`src/rtl/tmds_channel_decoder_pkg.sv`:
```
// Shared definitions for the TMDS channel decoder.
// Holds the four control-token codes (TMDS_CTRL_00/01/10/11), which must match
// the transmit-side encoder, the word-aligner state encoding and the
// data-symbol decode helper.
package tmds_channel_decoder_pkg;

  localparam logic [9:0] TMDS_CTRL_00 = 10'h354;
  localparam logic [9:0] TMDS_CTRL_01 = 10'h0AB;
  localparam logic [9:0] TMDS_CTRL_10 = 10'h154;
  localparam logic [9:0] TMDS_CTRL_11 = 10'h2AB;

  typedef enum logic [0:0] {
    ST_SEARCH = 1'b0,
    ST_LOCKED = 1'b1
  } align_state_e;

  // Undo the encoder's optional inversion (bit 9), then undo its XOR/XNOR
  // chaining (bit 8 selects XOR) to recover the pixel byte.
  function automatic logic [7:0] tmds_decode_data(input logic [9:0] sym);
    logic [7:0] q;
    logic [7:0] d;
    q    = sym[9] ? ~sym[7:0] : sym[7:0];
    d    = 8'h00;
    d[0] = q[0];
    for (int i = 1; i < 8; i++) begin
      d[i] = sym[8] ? (q[i] ^ q[i-1]) : ~(q[i] ^ q[i-1]);
    end
    return d;
  endfunction

endpackage

```
`src/rtl/tmds_word_aligner.sv`:
```
// TMDS symbol aligner: two-word input history, 10-bit window barrel shifter,
// control-token detect and the SEARCH/LOCKED alignment FSM.
// Ports:
//   pclk_i        pixel clock
//   reset_ni      asynchronous active-low reset
//   raw_din_i     unaligned deserialized word, bit 0 earliest
//   w_o           aligned 10-bit window (combinational)
//   is_token_o    window holds one of the four control tokens
//   tok_code_o    {c1,c0} of the detected token
//   locked_o      alignment locked (registered)
//   bit_offset_o  current window offset 0..9 (registered)
module tmds_word_aligner #(
  parameter int TOKEN_CNT      = 8,
  parameter int SEARCH_TIMEOUT = 2048,
  parameter int LOSS_TIMEOUT   = 4096
) (
  input  logic       pclk_i,
  input  logic       reset_ni,
  input  logic [9:0] raw_din_i,
  output logic [9:0] w_o,
  output logic       is_token_o,
  output logic [1:0] tok_code_o,
  output logic       locked_o,
  output logic [3:0] bit_offset_o
);
  import tmds_channel_decoder_pkg::*;

  localparam int TW = (TOKEN_CNT > 1) ? $clog2(TOKEN_CNT) : 1;
  localparam int SW = (SEARCH_TIMEOUT > 1) ? $clog2(SEARCH_TIMEOUT) : 1;
  localparam int LW = (LOSS_TIMEOUT > 1) ? $clog2(LOSS_TIMEOUT) : 1;

  localparam logic [TW-1:0] TOK_LAST  = TW'(TOKEN_CNT - 1);
  localparam logic [SW-1:0] TMR_LAST  = SW'(SEARCH_TIMEOUT - 1);
  localparam logic [LW-1:0] LOSS_LAST = LW'(LOSS_TIMEOUT - 1);

  logic [9:0]    raw_q;
  logic [9:0]    raw_qq;
  logic [19:0]   stream_s;
  logic [9:0]    w_s;
  logic          is_token_s;
  logic [1:0]    tok_code_s;
  align_state_e  state_q;
  logic [TW-1:0] tok_run_q;
  logic [SW-1:0] tmr_q;
  logic [LW-1:0] loss_tmr_q;
  logic [3:0]    off_q;
  logic          locked_q;

  // Input history: the older word sits in the low half so stream bits run in serial order.
  always_ff @(posedge pclk_i or negedge reset_ni) begin
    if (!reset_ni) begin
      raw_q  <= 10'h000;
      raw_qq <= 10'h000;
    end else begin
      raw_q  <= raw_din_i;
      raw_qq <= raw_q;
    end
  end

  assign stream_s = {raw_q, raw_qq};
  assign w_s      = stream_s[{1'b0, off_q} +: 10];

  // Control token detect on the aligned window.
  always_comb begin
    is_token_s = 1'b1;
    tok_code_s = 2'b00;
    case (w_s)
      TMDS_CTRL_00: tok_code_s = 2'b00;
      TMDS_CTRL_01: tok_code_s = 2'b01;
      TMDS_CTRL_10: tok_code_s = 2'b10;
      TMDS_CTRL_11: tok_code_s = 2'b11;
      default:      is_token_s = 1'b0;
    endcase
  end

  // Alignment FSM: count token runs per offset, step offset on timeout, drop lock when tokens vanish.
  always_ff @(posedge pclk_i or negedge reset_ni) begin
    if (!reset_ni) begin
      state_q    <= ST_SEARCH;
      tok_run_q  <= '0;
      tmr_q      <= '0;
      loss_tmr_q <= '0;
      off_q      <= 4'd0;
      locked_q   <= 1'b0;
    end else begin
      case (state_q)
        ST_SEARCH: begin
          // Lock takes priority over a coincident timeout so the offset is not stepped away.
          if (is_token_s && (tok_run_q == TOK_LAST)) begin
            state_q    <= ST_LOCKED;
            locked_q   <= 1'b1;
            tok_run_q  <= '0;
            tmr_q      <= '0;
            loss_tmr_q <= '0;
          end else if (tmr_q == TMR_LAST) begin
            off_q     <= (off_q == 4'd9) ? 4'd0 : off_q + 4'd1;
            tmr_q     <= '0;
            tok_run_q <= '0;
          end else begin
            tmr_q     <= tmr_q + SW'(1);
            tok_run_q <= is_token_s ? tok_run_q + TW'(1) : '0;
          end
        end
        ST_LOCKED: begin
          if (is_token_s) begin
            loss_tmr_q <= '0;
          end else if (loss_tmr_q == LOSS_LAST) begin
            // Keep off_q so the previous alignment is retried first.
            state_q    <= ST_SEARCH;
            locked_q   <= 1'b0;
            loss_tmr_q <= '0;
            tmr_q      <= '0;
            tok_run_q  <= '0;
          end else begin
            loss_tmr_q <= loss_tmr_q + LW'(1);
          end
        end
        default: begin
          state_q    <= ST_SEARCH;
          locked_q   <= 1'b0;
          tok_run_q  <= '0;
          tmr_q      <= '0;
          loss_tmr_q <= '0;
        end
      endcase
    end
  end

  assign w_o          = w_s;
  assign is_token_o   = is_token_s;
  assign tok_code_o   = tok_code_s;
  assign locked_o     = locked_q;
  assign bit_offset_o = off_q;

endmodule

```
`src/rtl/tmds_channel_decoder.sv`:
```
// Receive-side TMDS decoder for one DVI channel.
// Aligns the deserialized stream on control tokens, then decodes data symbols
// to pixel bytes and control tokens to c0/c1. Outputs are registered.
// Optional feature: define TMDS_ERR_CNT_EN to count lock-loss events in err_cnt
// (16-bit, saturating); otherwise err_cnt is tied to zero.
// Ports:
//   pclk        pixel clock
//   reset_n     asynchronous active-low reset
//   raw_din     deserialized word, bit 0 earliest
//   dout        decoded pixel data
//   c0, c1      control bits
//   de          data enable (1 = dout valid)
//   locked      symbol alignment locked
//   bit_offset  alignment offset 0..9
//   err_cnt     lock-loss event count
module tmds_channel_decoder #(
  parameter int TOKEN_CNT      = 8,
  parameter int SEARCH_TIMEOUT = 2048,
  parameter int LOSS_TIMEOUT   = 4096
) (
  input  logic        pclk,
  input  logic        reset_n,
  input  logic [9:0]  raw_din,
  output logic [7:0]  dout,
  output logic        c0,
  output logic        c1,
  output logic        de,
  output logic        locked,
  output logic [3:0]  bit_offset,
  output logic [15:0] err_cnt
);
  import tmds_channel_decoder_pkg::*;

  logic [9:0] w_s;
  logic       is_token_s;
  logic [1:0] tok_code_s;
  logic       locked_s;
  logic [7:0] dout_d, dout_q;
  logic       de_d, de_q;
  logic       c0_d, c0_q;
  logic       c1_d, c1_q;

  tmds_word_aligner #(
    .TOKEN_CNT      (TOKEN_CNT),
    .SEARCH_TIMEOUT (SEARCH_TIMEOUT),
    .LOSS_TIMEOUT   (LOSS_TIMEOUT)
  ) u_aligner (
    .pclk_i       (pclk),
    .reset_ni     (reset_n),
    .raw_din_i    (raw_din),
    .w_o          (w_s),
    .is_token_o   (is_token_s),
    .tok_code_o   (tok_code_s),
    .locked_o     (locked_s),
    .bit_offset_o (bit_offset)
  );

  // Output selection: blank while unlocked, control on tokens, decoded data otherwise.
  always_comb begin
    dout_d = 8'h00;
    de_d   = 1'b0;
    c0_d   = c0_q;
    c1_d   = c1_q;
    if (!locked_s) begin
      c0_d = 1'b0;
      c1_d = 1'b0;
    end else if (is_token_s) begin
      c1_d = tok_code_s[1];
      c0_d = tok_code_s[0];
    end else begin
      de_d   = 1'b1;
      dout_d = tmds_decode_data(w_s);
    end
  end

  // Output register stage.
  always_ff @(posedge pclk or negedge reset_n) begin
    if (!reset_n) begin
      dout_q <= 8'h00;
      de_q   <= 1'b0;
      c0_q   <= 1'b0;
      c1_q   <= 1'b0;
    end else begin
      dout_q <= dout_d;
      de_q   <= de_d;
      c0_q   <= c0_d;
      c1_q   <= c1_d;
    end
  end

  assign dout   = dout_q;
  assign de     = de_q;
  assign c0     = c0_q;
  assign c1     = c1_q;
  assign locked = locked_s;

`ifdef TMDS_ERR_CNT_EN
  logic        locked_prev_q;
  logic [15:0] err_cnt_q;

  // Count falling edges of locked, saturating at all-ones.
  always_ff @(posedge pclk or negedge reset_n) begin
    if (!reset_n) begin
      locked_prev_q <= 1'b0;
      err_cnt_q     <= 16'h0000;
    end else begin
      locked_prev_q <= locked_s;
      if (locked_prev_q && !locked_s && (err_cnt_q != 16'hFFFF)) begin
        err_cnt_q <= err_cnt_q + 16'd1;
      end else begin
        err_cnt_q <= err_cnt_q;
      end
    end
  end

  assign err_cnt = err_cnt_q;
`else
  assign err_cnt = 16'h0000;
`endif

endmodule

```
`config.mk`:
```
export PLATFORM = sky130hd
export DESIGN_NAME = tmds_channel_decoder
export DESIGN_NICKNAME = d
export VERILOG_FILES = /design/src/rtl/tmds_channel_decoder_pkg.sv /design/src/rtl/tmds_word_aligner.sv /design/src/rtl/tmds_channel_decoder.sv
export SDC_FILE = /design/constraint.sdc
export NUM_CORES = 1
export LEC_CHECK = 0
export CAP_MARGIN = 15
export CORE_ASPECT_RATIO = 1.2
export CORE_MARGIN = 10
export CORE_UTILIZATION = 40
export DETAILED_ROUTE_END_ITERATION = 12
export HOLD_SLACK_MARGIN = 0.05
export PLACE_DENSITY_LB_ADDON = 0.05
export SLEW_MARGIN = 20
export SYNTH_ARGS = -nofsm -noshare
export SYNTH_HDL_FRONTEND = slang
export SYNTH_SLANG_ARGS = --single-unit
```
`constraint.sdc`:
```
create_clock -name pclk -period 6.1 [get_ports pclk]
set_input_delay 0.915 -clock pclk [delete_from_list [all_inputs] [get_ports pclk]]
set_output_delay 0.915 -clock pclk [all_outputs]
set_load 0.01 [all_outputs]
```
==> results of run 1 <==
## cell usage in the layout (no fill, tap or decap), types with 5 or more instances in the layout
cell type        netlist  layout
clkdlybuf4s50_1        0      26
conb_1                 1      16
clkbuf_8               0       9
xnor2_1               11      11
nor4_1                 6       6
xor2_1                 5       5
o21ai_0               18      18
nand2_1               36      36
nand3_1               18      18
dfrtp_1               63      63
a22o_1                 8       8
mux4_2                11      11
inv_1                 12      12
nand4_1                5       5
a21oi_1                7       7
ha_1                  12      12
mux2_2                15      15
and3_1                 5       5
nor2_1                24      24
mux2i_1               26      26
## sequential cells by signal (all words and copies together) (netlist names)
signal / flops
c0: 1
u_aligner.loss_tmr_q: 12
c1: 1
dout: 8
u_aligner.raw_q: 10
u_aligner.locked_o: 1
u_aligner.bit_offset_o: 4
u_aligner.tok_run_q: 3
u_aligner.tmr_q: 11
u_aligner.raw_qq: 10
u_aligner.state_q: 1
de: 1
## synth_stat cells, types with 6 or more instances
master / n / area, um^2
a21oi_1: 7 / 35.0
a22o_1: 8 / 70.1
buf_4: 16 / 120
clkbuf_1: 7 / 26.3
dfrtp_1: 63 / 1580
ha_1: 12 / 150
inv_1: 12 / 45.0
mux2_2: 15 / 169
mux2i_1: 26 / 260
mux4_2: 11 / 248
nand2_1: 36 / 135
nand3_1: 18 / 90.1
nor2_1: 24 / 90.1
nor4_1: 6 / 37.5
o21ai_0: 18 / 90.1
xnor2_1: 11 / 96.3
## worst reg2reg max path: cells and delay by family, from the launching register on
kind	cells	cell delay, ns
flops	1	1.02
simple gates	4	0.54
compound gates	3	0.53
buf+inv	3	0.65
mux	3	1.45
fa+ha+maj	1	0.13
## cell type report
type | instances | area, um^2 | share of cell area
Clock buffer | 9 | 124 | 0.0293
Timing Repair Buffer | 30 | 288 | 0.0681
Inverter | 13 | 48.8 | 0.0115
Tap cell | 120 | 150 | 0.0355
Clock inverter | 6 | 62.6 | 0.0148
Multi-Input combinational cell | 267 | 1980 | 0.468
Sequential cell | 63 | 1580 | 0.373
## metal layers
metal	vias up	GRT usage	wire length, um
li1	1305	-	-
met1	1320	0.151	3470
met2	40	0.218	4220
met3	9	0.0270	302
met4	0	0.0466	112
met5	-	0	0
## power by group through the flow
stage	sequential, mW	clock [mW]	combinational, mW
floorplan	0.436	0	0.0457
global placement	0.439	0	0.0614
detailed placement	0.439	0	0.0615
CTS	0.431	0.365	0.0618
global route	0.431	0.382	0.0683
finish	0.430	0.352	0.0605
## worst paths after layout
path	from	to	slack [ns]	depth (start not counted)
hold / removal	u_aligner.raw_q[8]$_DFF_PN0_	u_aligner.raw_qq[8]$_DFF_PN0_	0.42	0
setup / recovery	u_aligner.bit_offset_o[0]$_DFFE_PN0P_	u_aligner.bit_offset_o[3]$_DFFE_PN0P_	1.68	14
min in group asynchronous	reset_n	u_aligner.raw_qq[3]$_DFF_PN0_	0.74	2
max in group asynchronous	reset_n	u_aligner.loss_tmr_q[11]$_DFFE_PN0P_	4.83	2
hold reg to reg	u_aligner.raw_q[8]$_DFF_PN0_	u_aligner.raw_qq[8]$_DFF_PN0_	0.42	0
setup reg to reg	u_aligner.bit_offset_o[0]$_DFFE_PN0P_	u_aligner.bit_offset_o[3]$_DFFE_PN0P_	1.68	14
## through the flow
| step | hold WS (ns) | area, um^2 | power, mW | util |
|---|---|---|---|---|
| after floorplan | 0.368 | 3800 | 0.482 | - |
| after global placement | 0.428 | 4040 | 0.500 | 0.445 |
| after detailed placement | 0.412 | 4040 | 0.500 | 0.445 |
| after CTS | 0.430 | 4230 | 0.857 | 0.465 |
| after global routing | 0.438 | 4230 | 0.882 | 0.465 |
| final | 0.422 | 4230 | 0.843 | 0.465 |
## logic make-up (layout without fill, tap and decap cells)
logic type	count (synthesis)	in the layout
adders and majority gates	12	12
AOI/OAI and AO/OA	52	52
xor gates and xnor gates	16	16
other	1	16
DFF	63	63
and+or+nand+nor	117	117
buffers and inverters	46	58
muxes	54	54
==> run_results.csv, run 1 <==
group,metric,value,unit
pwr,p_leak,1.80,nW
global_route,grt-ovfl-total,0,
drt,vias,2674,
final_layout,fin_cells,508,
synthesis,synthFlopType,"dfrtp_1",
floorplanning,die_w,108,um
clocking,htreeDepth,3,
clocking,cts_buffers,9,
drt,ant_nets,0,
pwr,intPower,636,uW
sta,slew-limit-headroom,0.321,
sta,fin_ws,1.68,ns
final_layout,fillers,906,
drt,wl,8110,um
drt,firstDrtPassIters,4,
final_layout,diodes,0,
worst_setup_path,crit_path_end_kind,"flop",
worst_setup_path,cp_common_cell,"buf_4",
clocking,root_buffer,"clkbuf_8",
clocking,path_clk_slew,0.08,ns
worst_setup_path,cp_max_fo,23,
pwr,clkPwrFrac,0.417,
floorplanning,die_h,126,um
drt,drtIter0Drc,108,
clocking,insertion_delay,0.35,ns
placed_design,portBuffers,27,
synthesis,synthSimpleGateAreaFrac,0.153,
worst_setup_path,required,6.34,ns
clocking,clk_path_buf_depth,2,
placed_design,gp_congestion,0.785,
placed_design,placedCellCount,493,
sta,post-route-period-util,0.725,
drt,routedWlPerCell,16.0,um
floorplanning,io_pins,44,
global_route,track_usage,0.127,
min_path,min_path_type,"reg2reg",
pwr,power_density,199,nW/um^2
placed_design,dp_worst_setup_slack,1.68,ns
synthesis,postSynthCellCount,361,
sta,finalSetupViolCount,0,
pwr,combPwrFrac,0.072,
global_route,grt_max_degree,64,
job,cap_violations,0,
worst_setup_path,max_stage_delay,1.02,ns
global_route,antenna_found_initial,0,
placed_design,hpwl,5940,um
synthesis,synth_top_family_by_area,"multiplexers",
worst_setup_path,critPathSlowestCell,"dfrtp_1",
sta,fmax,226,MHz
sta,rsz0062_at_grt,"no",
synthesis,synth.avg_cell_area,10.4,um^2
synthesis,synth_compound_area_frac,0.0926,
synthesis,synth-edff-count,0,
final_layout,final_nets,408,
clocking,post_cts_resized,0,
worst_setup_path,start_kind,"flop",
worst_setup_path,crit_family,"multiplexers",
synthesis,yosysUniqueCellTypes,50,
floorplanning,rows,38,
worst_setup_path,crit_type,"reg2reg",
pwr,irDropWorstVdd,79.9,uV
pwr,p_seq_frac,0.511,
floorplanning,coreArea,9080,um^2
drt,viasPerCell,5.26,
synthesis,ys_warn_count,0,
sta,tns,0,ns
synthesis,ys_ff_latch,63,
sta,slew_violations,0,
synthesis,synth-xor-area-share,0.0374,
pwr,switchingPower,206,uW
clocking,cts_tree,"built",
synthesis,syn_area,3740,um^2
sta,fin_crit,4.42,ns
drt,drc_errors,0,
final_layout,areaGrowthSynthToFinish,12.9,%
floorplanning,dieArea,13600,um^2
worst_setup_path,crit_chain,"buf_4 -> mux2_2 -> nor2_1 -> a21oi_1 -> mux4_2 -> inv_1 -> ha_1 -> and4_1 -> nand3_1 -> mux2i_1 -> nor3_2 -> buf_4 -> a41o_1 -> a22o_1",
global_route,grt_pass1_vias,2714,
worst_setup_path,cp.arrival,4.67,ns
sta,worstMarginPinSlew,1.02,ns
clocking,clkSinkCount,63,
floorplanning,start_util,0.412,
sta,hold_viol,0,
synthesis,muxShareOfSynthArea,0.189,
sta,skew,0.00883,ns
clocking,cts_setup_buffers,0,
synthesis,ys_async_sr_fraction,1.00,
worst_setup_path,cp_num_buf_inv,3,
run_status,status,"finished, final reports clean",
final_layout,drive_gt1_frac,0.139,
pwr,p_sw_frac,0.245,
synthesis,yosysSeqAreaShare,0.421,
clocking,cts-hold-fix-buffers,0,
global_route,grt_pass1_wl,13900,um
synthesis,synthAdderAreaFrac,0.0401,
Note: power is estimated with default switching activity, not from simulation.
==> run 2: changes to the inputs <==
Clock period 6.1 ns to 4.1 ns, I/O delays scaled along.
==> run 2 against run 1 <==
Effect of this change: total power increased by 60%; sequential power is 49% higher; critical path type unchanged; register-to-register slack worse by 1.2 ns; final cell count increased by 2.6%; highest routed layer unchanged; largest power group unchanged.
==> run_results.csv, run 2 (synthesis gave the netlist of run 1 again) <==
group,metric,value,unit
drt,firstDrtPassIters,4,
floorplanning,rows,38,
clocking,cts_setup_buffers,0,
worst_setup_path,required,4.31,ns
sta,post-route-period-util,0.886,
clocking,path_clk_slew,0.07,ns
pwr,intPower,1.05,mW
clocking,cts_tree,"built",
drt,viasPerCell,5.27,
worst_setup_path,crit_path_end_kind,"flop",
global_route,track_usage,0.128,
pwr,p_sw_frac,0.222,
drt,wl,8390,um
sta,fin_ws,0.467,ns
run_status,status,"finished, final reports clean",
sta,tns,0,ns
pwr,total_power,1.35,mW
global_route,grt_pass1_wl,14100,um
floorplanning,die_h,126,um
final_layout,final_core_util,0.479,
drt,drc_errors,0,
drt,routedWlPerCell,16.1,um
placed_design,gp_congestion,0.791,
worst_setup_path,cp_max_fo,19,
placed_design,hpwl,6280,um
drt,ant_nets,0,
final_layout,final_nets,420,
clocking,htreeDepth,3,
clocking,cts-hold-fix-buffers,0,
sta,hold_viol,0,
sta,worstMarginPinSlew,0.946,ns
sta,fin_crit,3.63,ns
global_route,grt-ovfl-total,0,
floorplanning,start_util,0.412,
floorplanning,coreArea,9080,um^2
pwr,p_seq_frac,0.476,
sta,timing.hold.ws,0.415,ns
sta,slew-limit-headroom,0.369,
final_layout,diodes,0,
clocking,clkSinkCount,63,
worst_setup_path,start_kind,"flop",
drt,vias,2745,
pwr,power_density,310,nW/um^2
pwr,irDropWorstVdd,146,uV
final_layout,largest_reg_flops,12,
final_layout,top_register,"u_aligner.loss_tmr_q",
clocking,cts_buffers,9,
sta,skew,0.0107,ns
pwr,p_leak,1.89,nW
clocking,root_buffer,"clkbuf_8",
sta,rsz0062_at_grt,"no",
final_layout,drive_gt1_frac,0.162,
pwr,switchingPower,299,uW
floorplanning,io_pins,44,
floorplanning,dieArea,13600,um^2
global_route,antenna_found_initial,0,
placed_design,portBuffers,27,
pwr,clkPwrFrac,0.456,
sta,fmax,275,MHz
drt,drtIter0Drc,106,
clocking,post_cts_resized,0,
floorplanning,die_w,108,um
sta,finalSetupViolCount,0,
sta,slew_violations,0,
final_layout,final_common_cell,"dfrtp_1",
clocking,insertion_delay,0.34,ns
placed_design,dp_worst_setup_slack,0.486,ns
worst_setup_path,cp.arrival,3.84,ns
worst_setup_path,crit_type,"reg2reg",
clocking,clk_path_buf_depth,2,
final_layout,areaGrowthSynthToFinish,16.3,%
min_path,min_path_type,"reg2reg",
final_layout,final_cell_mix,"63 x dfrtp_1, 36 x nand2_1, 26 x mux2i_1, 26 x clkdlybuf4s50_1, 24 x nor2_1",
final_layout,reg_top3,"u_aligner.loss_tmr_q x12, u_aligner.tmr_q x11",
global_route,grt_max_degree,43,
job,cap_violations,0,
pwr,combPwrFrac,0.068,
global_route,grt_pass1_vias,2779,
[run 2: changes by cell type in the layout (fill, tap and decap cells not counted), sizes merged]
cell	before	now
buf	4	16
bufinv	1	2
clkbuf	9	13
clkinv	2	1
clkinvlp	3	0
[run 2: per-stage QoR]
step                      std cells  area (um^2)
after floorplan                 376         3800
after global placement          505         4130
after detailed placement        505         4130
after CTS                       521         4350
after global routing            521         4350
final                           521         4350
[run 2: power groups by stage]
stage	logic (mW)	registers (mW)	clock network [mW]
floorplan	0.0680	0.649	0
global placement	0.0923	0.653	0
detailed placement	0.0927	0.653	0
CTS	0.0934	0.641	0.638
global route	0.103	0.642	0.663
finish	0.0916	0.641	0.615
[run 2: layer usage]
metal  global-route usage  up-vias  share of wire  routed length (um)
met5                    0        -              0                   0
met4               0.0443        0          0.014                 119
met3               0.0296        9          0.035                 293
met2                0.224       37           0.53                4470
met1                0.149     1365           0.42                3500
li1                     -     1334              -                   -
[run 2: worst paths after layout]
| kind | cells after the start | endpoint | slack (ns) | startpoint |
|---|---|---|---|---|
| max | 12 | u_aligner.state_q$_DFF_PN0_ | 0.47 | u_aligner.bit_offset_o[0]$_DFFE_PN0P_ |
| min | 0 | u_aligner.raw_qq[8]$_DFF_PN0_ | 0.42 | u_aligner.raw_q[8]$_DFF_PN0_ |
| max reg2reg | 12 | u_aligner.state_q$_DFF_PN0_ | 0.47 | u_aligner.bit_offset_o[0]$_DFFE_PN0P_ |
| min reg2reg | 0 | u_aligner.raw_qq[8]$_DFF_PN0_ | 0.42 | u_aligner.raw_q[8]$_DFF_PN0_ |
| max in group asynchronous | 2 | u_aligner.loss_tmr_q[11]$_DFFE_PN0P_ | 2.81 | reset_n |
| min in group asynchronous | 1 | dout[3]$_DFF_PN0_ | 0.43 | reset_n |
[run 2: worst max-delay path, cell delays in order, from the launching register on]
cell     delay, ns
dfrtp_1       0.35
buf_4         0.27
mux2_2        0.38
mux2_2        0.27
mux2_2        0.28
a21oi_1       0.32
inv_1         0.09
ha_1          0.20
and4_1        0.22
nand2_1       0.08
o22ai_2       0.11
o31a_1        0.52
or3_1         0.43
[run 2: cell type report]
cell class	count	area, um^2
fill	885	4730
timing repair buffer	42	378
clock inverter	3	65.1
clock buffer	13	159
inverter	13	48.8
multi-input combinational	267	1980
tap	120	150
sequential	63	1580
